<file path="config.mk">
export PLATFORM = sky130hd
export DESIGN_NAME = row_scan_ctrl_flat
export DESIGN_NICKNAME = d
export VERILOG_FILES = /design/src/rtl/scan_pkg.sv /design/src/rtl/row_scan_ctrl_if.sv /design/src/rtl/scan_timer.sv /design/src/rtl/row_scan_ctrl.sv /design/src/flat_wrapper.sv
export SDC_FILE = /design/constraint.sdc
export NUM_CORES = 1
export LEC_CHECK = 0
export CORE_MARGIN = 5
export CORE_UTILIZATION = 53
export CTS_CLUSTER_DIAMETER = 200
export CTS_CLUSTER_SIZE = 16
export DETAILED_ROUTE_END_ITERATION = 12
export PLACE_DENSITY = 0.72
export REMOVE_ABC_BUFFERS = 1
export SYNTH_ARGS = -nofsm -noshare
export SYNTH_HDL_FRONTEND = slang
export SYNTH_SLANG_ARGS = --single-unit
</file>
<file path="constraint.sdc">
create_clock -name clk -period 4 [get_ports clk]
set_clock_uncertainty 0.1 [all_clocks]
set_input_delay 0.6 -clock clk [delete_from_list [all_inputs] [get_ports clk]]
set_output_delay 0.6 -clock clk [all_outputs]
set_load 0.03 [all_outputs]
</file>
<file path="src/rtl/scan_pkg.sv">
// Shared sizes and state type for the row scan controller.
package scan_pkg;

  localparam int unsigned ROWS  = 8;
  localparam int unsigned COLS  = 8;
  localparam int unsigned ROW_W = 3;
  localparam int unsigned CNT_W = 8;

  typedef enum logic [1:0] {
    IDLE  = 2'd0,
    DWELL = 2'd1,
    BLANK = 2'd2
  } scan_state_e;

endpackage

</file>
<file path="src/rtl/row_scan_ctrl_if.sv">
// Row buffer write port and row/column drive signals of the row scan controller.
interface row_scan_ctrl_if;
  import scan_pkg::*;

  logic             en;
  logic             wr_en;
  logic [ROW_W-1:0] wr_addr;
  logic [COLS-1:0]  wr_data;
  logic [ROW_W-1:0] row_sel;
  logic [COLS-1:0]  col_out;
  logic             blank;
  logic             frame_done;

  modport master (
    output en, wr_en, wr_addr, wr_data,
    input  row_sel, col_out, blank, frame_done
  );

  modport slave (
    input  en, wr_en, wr_addr, wr_data,
    output row_sel, col_out, blank, frame_done
  );

endinterface

</file>
<file path="src/rtl/scan_timer.sv">
// Loadable down-counter; o_tc_c is high while the count sits at zero.
module scan_timer
  import scan_pkg::*;
(
  input  logic             clk,
  input  logic             rst_n,
  input  logic             i_clear,
  input  logic             i_load,
  input  logic [CNT_W-1:0] i_load_val,
  output logic             o_tc_c
);

  logic [CNT_W-1:0] r_count;

  always_ff @(posedge clk or negedge rst_n) begin
    if (!rst_n) begin
      r_count <= '0;
    end else if (i_clear) begin
      r_count <= '0;
    end else if (i_load) begin
      r_count <= i_load_val;
    end else if (r_count != '0) begin
      r_count <= r_count - CNT_W'(1);
    end
  end

  assign o_tc_c = (r_count == '0);

endmodule

</file>
<file path="src/rtl/row_scan_ctrl.sv">
// Row scan controller: walks an 8x8 row buffer onto a row decoder with dwell/blank timing.
// Define SCAN_DOUBLE_BUFFER_EN for a back buffer that is copied to the display buffer per frame.
module row_scan_ctrl
  import scan_pkg::*;
#(
  parameter int unsigned DWELL_CYCLES = 4,
  parameter int unsigned BLANK_CYCLES = 1
) (
  input logic            clk,
  input logic            rst_n,
  row_scan_ctrl_if.slave bus
);

  localparam logic [CNT_W-1:0] DWELL_LOAD = CNT_W'(DWELL_CYCLES - 1);
  localparam logic [CNT_W-1:0] BLANK_LOAD = CNT_W'(BLANK_CYCLES - 1);
  localparam logic [ROW_W-1:0] LAST_ROW   = ROW_W'(ROWS - 1);

  scan_state_e      r_state;
  logic [ROW_W-1:0] r_row_sel;
  logic [COLS-1:0]  r_col_out;
  logic             r_blank;
  logic             r_frame_done;
  logic [COLS-1:0]  r_buf [ROWS];

  logic             w_tc_c;
  logic             w_clear_c;
  logic             w_load_c;
  logic [CNT_W-1:0] w_load_val_c;
  logic [ROW_W-1:0] w_next_row_c;
  logic [ROW_W-1:0] w_tgt_row_c;
  logic             w_wrap_c;
  logic [COLS-1:0]  w_col_c;

  scan_timer u_timer (
    .clk        (clk),
    .rst_n      (rst_n),
    .i_clear    (w_clear_c),
    .i_load     (w_load_c),
    .i_load_val (w_load_val_c),
    .o_tc_c     (w_tc_c)
  );

  // Timer control and the row whose pattern is registered onto col_out at this edge.
  always_comb begin
    w_clear_c    = 1'b0;
    w_load_c     = 1'b0;
    w_load_val_c = DWELL_LOAD;
    w_next_row_c = r_row_sel + ROW_W'(1);
    w_tgt_row_c  = r_row_sel;
    w_wrap_c     = 1'b0;
    case (r_state)
      IDLE: begin
        w_clear_c   = !bus.en;
        w_load_c    = bus.en;
        w_tgt_row_c = '0;
      end
      DWELL: begin
        w_clear_c    = !bus.en;
        w_load_c     = bus.en && w_tc_c;
        w_load_val_c = BLANK_LOAD;
      end
      BLANK: begin
        w_clear_c   = !bus.en;
        w_load_c    = bus.en && w_tc_c;
        w_tgt_row_c = w_next_row_c;
        w_wrap_c    = bus.en && w_tc_c && (r_row_sel == LAST_ROW);
      end
      default: begin
        w_clear_c = 1'b1;
      end
    endcase
  end

`ifdef SCAN_DOUBLE_BUFFER_EN
  logic [COLS-1:0] r_back [ROWS];
  logic            w_swap_c;

  assign w_swap_c = ((r_state == IDLE) && bus.en) || w_wrap_c;

  // On a swap edge the display buffer is being reloaded, so read through from the back buffer.
  always_comb begin
    w_col_c = r_buf[w_tgt_row_c];
    if (w_swap_c) begin
      w_col_c = (bus.wr_en && (bus.wr_addr == w_tgt_row_c)) ? bus.wr_data : r_back[w_tgt_row_c];
    end
  end

  // Writes land in the back buffer; the display buffer takes a full snapshot on a swap.
  always_ff @(posedge clk or negedge rst_n) begin
    if (!rst_n) begin
      for (int unsigned i = 0; i < ROWS; i++) begin
        r_back[i] <= '0;
        r_buf[i]  <= '0;
      end
    end else begin
      if (bus.wr_en) begin
        r_back[bus.wr_addr] <= bus.wr_data;
      end
      if (w_swap_c) begin
        for (int unsigned i = 0; i < ROWS; i++) begin
          r_buf[i] <= (bus.wr_en && (bus.wr_addr == ROW_W'(i))) ? bus.wr_data : r_back[i];
        end
      end
    end
  end
`else
  // Same-edge write to the displayed row bypasses the buffer so it shows one cycle later.
  always_comb begin
    w_col_c = r_buf[w_tgt_row_c];
    if (bus.wr_en && (bus.wr_addr == w_tgt_row_c)) begin
      w_col_c = bus.wr_data;
    end
  end

  always_ff @(posedge clk or negedge rst_n) begin
    if (!rst_n) begin
      for (int unsigned i = 0; i < ROWS; i++) begin
        r_buf[i] <= '0;
      end
    end else if (bus.wr_en) begin
      r_buf[bus.wr_addr] <= bus.wr_data;
    end
  end
`endif

  // Scan FSM with registered row, column and blanking outputs.
  always_ff @(posedge clk or negedge rst_n) begin
    if (!rst_n) begin
      r_state      <= IDLE;
      r_row_sel    <= '0;
      r_col_out    <= '0;
      r_blank      <= 1'b1;
      r_frame_done <= 1'b0;
    end else begin
      r_frame_done <= 1'b0;
      case (r_state)
        IDLE: begin
          if (bus.en) begin
            r_state   <= DWELL;
            r_row_sel <= '0;
            r_col_out <= w_col_c;
            r_blank   <= 1'b0;
          end
        end
        DWELL: begin
          if (!bus.en) begin
            r_state   <= IDLE;
            r_row_sel <= '0;
            r_col_out <= '0;
            r_blank   <= 1'b1;
          end else if (w_tc_c) begin
            r_state   <= BLANK;
            r_col_out <= '0;
            r_blank   <= 1'b1;
          end else begin
            r_col_out <= w_col_c;
          end
        end
        BLANK: begin
          if (!bus.en) begin
            r_state   <= IDLE;
            r_row_sel <= '0;
            r_col_out <= '0;
            r_blank   <= 1'b1;
          end else if (w_tc_c) begin
            r_state      <= DWELL;
            r_row_sel    <= w_next_row_c;
            r_col_out    <= w_col_c;
            r_blank      <= 1'b0;
            r_frame_done <= w_wrap_c;
          end
        end
        default: begin
          r_state   <= IDLE;
          r_row_sel <= '0;
          r_col_out <= '0;
          r_blank   <= 1'b1;
        end
      endcase
    end
  end

  assign bus.row_sel    = r_row_sel;
  assign bus.col_out    = r_col_out;
  assign bus.blank      = r_blank;
  assign bus.frame_done = r_frame_done;

endmodule

</file>
<file path="src/flat_wrapper.sv">
// flat-port wrapper written by rule: the top's interface ports become plain ports
module row_scan_ctrl_flat import scan_pkg::*;
#(
  parameter int unsigned DWELL_CYCLES = 4,
  parameter int unsigned BLANK_CYCLES = 1
)
  (clk, rst_n, bus_en, bus_wr_en, bus_wr_addr, bus_wr_data, bus_row_sel, bus_col_out, bus_blank, bus_frame_done);
  row_scan_ctrl_if bus_i ();
  input logic clk;
  input logic rst_n;
  input wire logic [$bits(bus_i.en)-1:0] bus_en;
  input wire logic [$bits(bus_i.wr_en)-1:0] bus_wr_en;
  input wire logic [$bits(bus_i.wr_addr)-1:0] bus_wr_addr;
  input wire logic [$bits(bus_i.wr_data)-1:0] bus_wr_data;
  output wire logic [$bits(bus_i.row_sel)-1:0] bus_row_sel;
  output wire logic [$bits(bus_i.col_out)-1:0] bus_col_out;
  output wire logic [$bits(bus_i.blank)-1:0] bus_blank;
  output wire logic [$bits(bus_i.frame_done)-1:0] bus_frame_done;
  assign bus_i.en = bus_en;
  assign bus_i.wr_en = bus_wr_en;
  assign bus_i.wr_addr = bus_wr_addr;
  assign bus_i.wr_data = bus_wr_data;
  assign bus_row_sel = bus_i.row_sel;
  assign bus_col_out = bus_i.col_out;
  assign bus_blank = bus_i.blank;
  assign bus_frame_done = bus_i.frame_done;
  row_scan_ctrl #(.DWELL_CYCLES(DWELL_CYCLES), .BLANK_CYCLES(BLANK_CYCLES)) u_core (.clk(clk), .rst_n(rst_n), .bus(bus_i));
endmodule
</file>
==> results.json, run 1 <==
{
  "fp.dieArea_um2": 10400,
  "hold_viol_final": 0,
  "ys_types": 52,
  "coreArea_um2": 8220,
  "wirelength_um": 9600,
  "start_util_pct": 54.6,
  "ys.flop_type": "dfrtp_1",
  "cts_resized": 0,
  "synth-edff-count": 0,
  "power_density_nw_per_um2": 577,
  "wire_per_inst_um": 18.1,
  "fin_nets": 445,
  "status": "finished clean",
  "cpPeakStageDelay_ps": 860,
  "clock_latency_ps": 350,
  "grt_pass1_vias": 3177,
  "setup_viol": 0,
  "final_common_cell": "dfrtp_1",
  "cts_buffer_depth": 2,
  "synth_seq_cells": 87,
  "rows": 33,
  "rsz0062_at_grt": "no",
  "grt_use_total_pct": 19.8,
  "syn_inst": 400,
  "layout-drive-gt1-share_pct": 21.6,
  "grt-ovfl-total": 0,
  "gp_congestion": 0.821,
  "slew_violations": 0,
  "die_y_um": 102,
  "crit_path_cell_trace": "ha_1 -> a22o_1 -> buf_4 -> mux2i_1 -> o22ai_1 -> nor3_1 -> o21ai_1",
  "min_path_type": "input pin to asynchronous set/reset pin",
  "portBuffers": 27,
  "dp_hpwl_um": 6700,
  "cts_sinks": 87,
  "grt_pass1_wl_um": 16000,
  "path_max_fanout": 26,
  "antennaDiodeCount": 0,
  "path_buf_inv": 1,
  "cp-start-kind": "flip-flop",
  "area_growth_pct": 11.4,
  "cts_setup_buffers": 0,
  "cp_slowest_cell": "dfrtp_1",
  "holdBufCountCts": 0,
  "ant_nets": 0,
  "io_pins": 28,
  "clockRootBuffer": "clkbuf_8",
  "async_flop_share_pct": 100,
  "via_per_inst": 5.87,
  "syn-cell-area_um2": 4480,
  "cts_tree": "yes",
  "synth_warnings": 0,
  "slew_headroom_pct": 28.9,
  "min_period_over_period_pct": 80.2,
  "fmax_mhz": 312,
  "crit_arrival_ps": 3350,
  "power_leakage_nw": 2.06,
  "place_inst": 515,
  "htree_levels": 3,
  "ys_seq_area_share_pct": 48.6,
  "worstPathRequired_ps": 4140,
  "final_cell_mix": "dfrtp_1 (86), mux2_2 (60), o21ai_0 (29)",
  "final_core_utilization_pct": 60.8,
  "die_x_um": 102,
  "numCtsBuffers": 9,
  "grt_max_degree": 88,
  "layout.cells.non_filler": 531,
  "clk_pin_slew_worst_paths_ps": 90,
  "max-vdd-ir-drop_v": 0.000263,
  "cp-end-kind": "flip-flop",
  "cap_violations": 0,
  "critical_path_class": "flip-flop to flip-flop",
  "vias": 3117,
  "fin_crit_ps": 3210,
  "firstDrtPassIters": 5,
  "route.detailed.drc": 0,
  "drtIter0Drc": 190,
  "crit_family": "compound AO/OA/AOI/OAI gates",
  "tightestPinTransition_ps": 1070,
  "synth.avg_cell_area_um2": 11.2,
  "finalSetupTns_ps": 0,
  "antenna_found_initial": 0
}
==> state kept, by name (all words and copies together) (netlist names) <==
signal and cells:
u_core.r_buf 64, u_core.bus.col_out 8, u_core.u_timer.r_count 8, u_core.bus.row_sel 3, u_core.r_state 2, u_core.bus.blank 1
u_core.bus.frame_done 1
==> cells in the mapped netlist (7+ instances only) <==
master    number  area, um2
dfrtp_1       86       2150
mux2_2        60        676
o21ai_0       29        145
nand2_1       24       90.1
mux2i_1       20        200
inv_1         16       60.1
nor3_1        15       75.1
a21oi_1       13       65.1
nor2_1        13       48.8
nand2b_1      11       68.8
ha_1           9        113
o21ai_1        9       45.0
o22ai_1        9       56.3
clkbuf_1       8       30.0
a221oi_1       7       61.3
nor2b_1        7       43.8
==> cell type report <==
| class | instances | area, um2 |
|---|---|---|
| Clock buffer | 9 | 124 |
| Clock inverter | 7 | 81.3 |
| Fill cell | 661 | 3220 |
| Inverter | 16 | 60.1 |
| Multi-Input combinational cell | 277 | 2130 |
| Sequential cell | 87 | 2180 |
| Tap cell | 105 | 131 |
| Timing Repair Buffer | 30 | 290 |
==> worst reg2reg max path: cells and delay by family, from the launching register on <==
family	cells	cell delay [ps]
adder cells (fa/ha/maj)	1	420
AND/OR/NAND/NOR	1	180
multiplexers	1	210
flip-flops	1	860
buffers and inverters	1	340
AO/OA/AOI/OAI	3	990
==> power by group <==
part	total, W	switching, W	leakage [nW]	internal (W)
combinational	0.00102	0.000565	0.883	0.000458
clock	0.000627	0.000330	0.100	0.000296
sequential	0.00123	0.000149	1.08	0.00109
total	0.00288	0.00104	2.06	0.00184
==> worst paths after layout <==
check                                             startpoint                                 to  slack (ps)  depth (start not counted)
setup / recovery           u_core.bus.row_sel[0]$_DFFE_PN0P_  u_core.bus.col_out[2]$_DFFE_PN0P_         790                          7
hold / removal                                         rst_n  u_core.bus.row_sel[1]$_DFFE_PN0P_         340                          1
min in group clk                 u_core.r_buf[0]$_DFFE_PN0P_        u_core.r_buf[0]$_DFFE_PN0P_         400                          2
max in group asynchronous                              rst_n        u_core.r_buf[8]$_DFFE_PN0P_        2790                          1
setup reg to reg           u_core.bus.row_sel[0]$_DFFE_PN0P_  u_core.bus.col_out[2]$_DFFE_PN0P_         790                          7
hold reg to reg                  u_core.r_buf[0]$_DFFE_PN0P_        u_core.r_buf[0]$_DFFE_PN0P_         400                          2
==> cells by family after synthesis <==
logic type	synth area share [%]
buffers and inverters	3.88
XOR/XNOR	1.56
multiplexers	19.5
flip-flops	48.6
adder cells (fa/ha/maj)	2.51
AND/OR/NAND/NOR	11.4
AO/OA/AOI/OAI	12.5
==> layer usage <==
| metal | global-route usage (%) | vias to the layer above | wire length [um] | share of wire (%) |
|---|---|---|---|---|
| met5 | 0 | - | 0 | 0 |
| met4 | 7.06 | 0 | 130 | 1.4 |
| met3 | 3.14 | 11 | 315 | 3.3 |
| met2 | 33.0 | 60 | 4820 | 50 |
| met1 | 26.2 | 1556 | 4340 | 45 |
| li1 | - | 1490 | - | - |
==> metrics by stage <==
stage | setup slack [ps] | power, W | area, um2 | hold slack [ps]
final | 791 | 0.00288 | 5000 | 343
after global routing | 484 | 0.00309 | 5000 | 418
after CTS | 792 | 0.00290 | 5000 | 384
after detailed placement | 802 | 0.00227 | 4790 | 382
after global placement | 877 | 0.00225 | 4790 | 364
after floorplan | 1030 | 0.00196 | 4370 | 204
Note: power is estimated with default switching activity, not from simulation.
==> run 2: changes to the inputs <==
PLACE_DENSITY = 0.75   (was 0.72)
clock period = 2.6 ns   (was 4 ns; I/O delays follow)
==> results.json, run 2 (synthesized netlist as in run 1, its figures left out) <==
{
  "cts_sinks": 87,
  "drtIter0Drc": 167,
  "critical_path_class": "flip-flop to flip-flop",
  "min_path_cells": 1,
  "gp_congestion": 0.838,
  "largest_register_ffs": 64,
  "grt_use_met3_pct": 4.51,
  "clock_latency_ps": 370,
  "cts_buffer_depth": 2,
  "cp-start-kind": "flip-flop",
  "die_y_um": 102,
  "r2r_cells": 11,
  "path_max_fanout": 11,
  "route.detailed.drc": 0,
  "rsz0062_at_grt": "no",
  "grt_pass1_wl_um": 17400,
  "final_common_cell": "dfrtp_1",
  "min_path_type": "flip-flop to flip-flop",
  "power_density_nw_per_um2": 883,
  "slew_headroom_pct": 57.6,
  "regToRegEndpoint": "u_core.bus.col_out[2]$_DFFE_PN0P_",
  "hold_viol_final": 0,
  "dp_hpwl_um": 7330,
  "cts_tree": "yes",
  "io_pins": 28,
  "antenna_found_initial": 0,
  "fp.dieArea_um2": 10400,
  "grt_max_degree": 41,
  "portBuffers": 27,
  "final_cell_mix": "dfrtp_1 (86), mux2_2 (60), buf_4 (29)",
  "power_leakage_nw": 2.19,
  "vias": 3310,
  "via_per_inst": 5.94,
  "rows": 33,
  "largest-register": "u_core.r_buf",
  "fin_crit_ps": 2430,
  "crit_arrival_ps": 2570,
  "min_period_over_period_pct": 93.3,
  "nFillCells": 648,
  "max-vdd-ir-drop_v": 0.000402,
  "hold_end": "u_core.r_buf[12]$_DFFE_PN0P_",
  "setup_viol": 0,
  "coreArea_um2": 8220,
  "critPathLaunch": "u_core.r_state[0]$_DFFE_PN0P_",
  "fin_hold_ws_ps": 406,
  "r2r-start": "u_core.r_state[0]$_DFFE_PN0P_",
  "ant_nets": 0,
  "tightestPinTransition_ps": 630,
  "grt.met2_usage_pct": 35.1,
  "slew_violations": 0,
  "fmax_mhz": 412,
  "clk_pin_slew_worst_paths_ps": 90,
  "total_power_w": 0.00460,
  "final_core_utilization_pct": 63.5,
  "cap_violations": 0,
  "setup_slack_ps": 173,
  "grtUsageMet1_pct": 29.5,
  "regArea_um2": 2180,
  "antennaDiodeCount": 0,
  "holdCritStartpoint": "u_core.r_buf[12]$_DFFE_PN0P_",
  "firstDrtPassIters": 4,
  "htree_levels": 3,
  "start_util_pct": 54.6,
  "layout-drive-gt1-share_pct": 26.8,
  "wire_per_inst_um": 18.7,
  "worstPathRequired_ps": 2750,
  "grt-ovfl-total": 0,
  "area_growth_pct": 16.3,
  "cp-end-kind": "flip-flop",
  "top_usage_layer": "met2",
  "die_x_um": 102,
  "fin_nets": 471,
  "grt_use_total_pct": 21.7,
  "wirelength_um": 10400,
  "status": "finished clean",
  "numCtsBuffers": 9,
  "reg2reg_setup_slack_ps": 170,
  "grt_pass1_vias": 3423,
  "clockRootBuffer": "clkbuf_8",
  "multi_input_area_um2": 2150,
  "dpl_worst_slack_ps": 120
}
-- run 2: cell types whose count changed in the layout (fill, tap and decap cells not counted), sizes merged --
cell         change
buf             +25
dlygate4sd3      +1
clkinvlp         +1
inv              +1
clkinv           -2
-- run 2: per-layer routing --
metal	wire length (um)	share of wire (%)
met1	4780	46
met2	5170	50
met3	341	3.3
met4	138	1.3
met5	0	0
-- run 2: how the worst max path moves through the flow --
stage | to | slack, ps | cells past startpoint
2_1_floorplan | u_core.bus.col_out[1]$_DFFE_PN0P_ | -370 | 8
3_3_place_gp | u_core.bus.col_out[1]$_DFFE_PN0P_ | 220 | 9
3_5_place_dp | u_core.bus.col_out[2]$_DFFE_PN0P_ | 120 | 9
4_1_cts | u_core.bus.col_out[2]$_DFFE_PN0P_ | 30 | 9
5_1_grt | u_core.bus.col_out[4]$_DFFE_PN0P_ | 2 | 9
6_report | u_core.bus.col_out[2]$_DFFE_PN0P_ | 170 | 11
-- run 2: per-stage QoR --
| stage | setup TNS, ps | cells | instance area (um2) |
|---|---|---|---|
| 5_1_grt | 0 | 557 | 5210 |
| 2_1_floorplan | -2940 | 380 | 4370 |
| 6_report | 0 | 557 | 5210 |
| 3_3_place_gp | 0 | 539 | 4970 |
| 3_5_place_dp | 0 | 539 | 4970 |
| 4_1_cts | 0 | 556 | 5180 |
-- run 2: cell type report --
type                            instances  area share, %
Clock buffer                            9           2.38
Timing Repair Buffer                   56           9.36
Sequential cell                        87           41.8
Inverter                               16           1.15
Multi-Input combinational cell        277           41.3
Clock inverter                          7           1.54
Tap cell                              105           2.52
-- run 2: power breakdown --
group / total [W] / switching, W / internal [W]
sequential: 0.00188 / 0.000209 / 0.00167
clock: 0.000988 / 0.000532 / 0.000456
combinational: 0.00174 / 0.000966 / 0.000772
total: 0.00460 / 0.00171 / 0.00290
-- run 2: worst max-delay path: stages, from the launching register on --
cell and delay, ps:
dfrtp_1 430, inv_1 110, ha_2 270, buf_4 190, buf_4 200, nand2_1 100
o22ai_2 200, buf_4 160, nor2b_1 130, nor3_1 70, nor3_1 220, o21ai_1 120
-- run 2: what timing repair did --
item / in CTS / in global routing
resized for setup: 1 / 5
hold endpoints to repair: 37 / 0
pin swaps: 0 / 1
setup buffers: 0 / 1
setup endpoints to repair: 1 / 8
hold buffers: 1 / 0
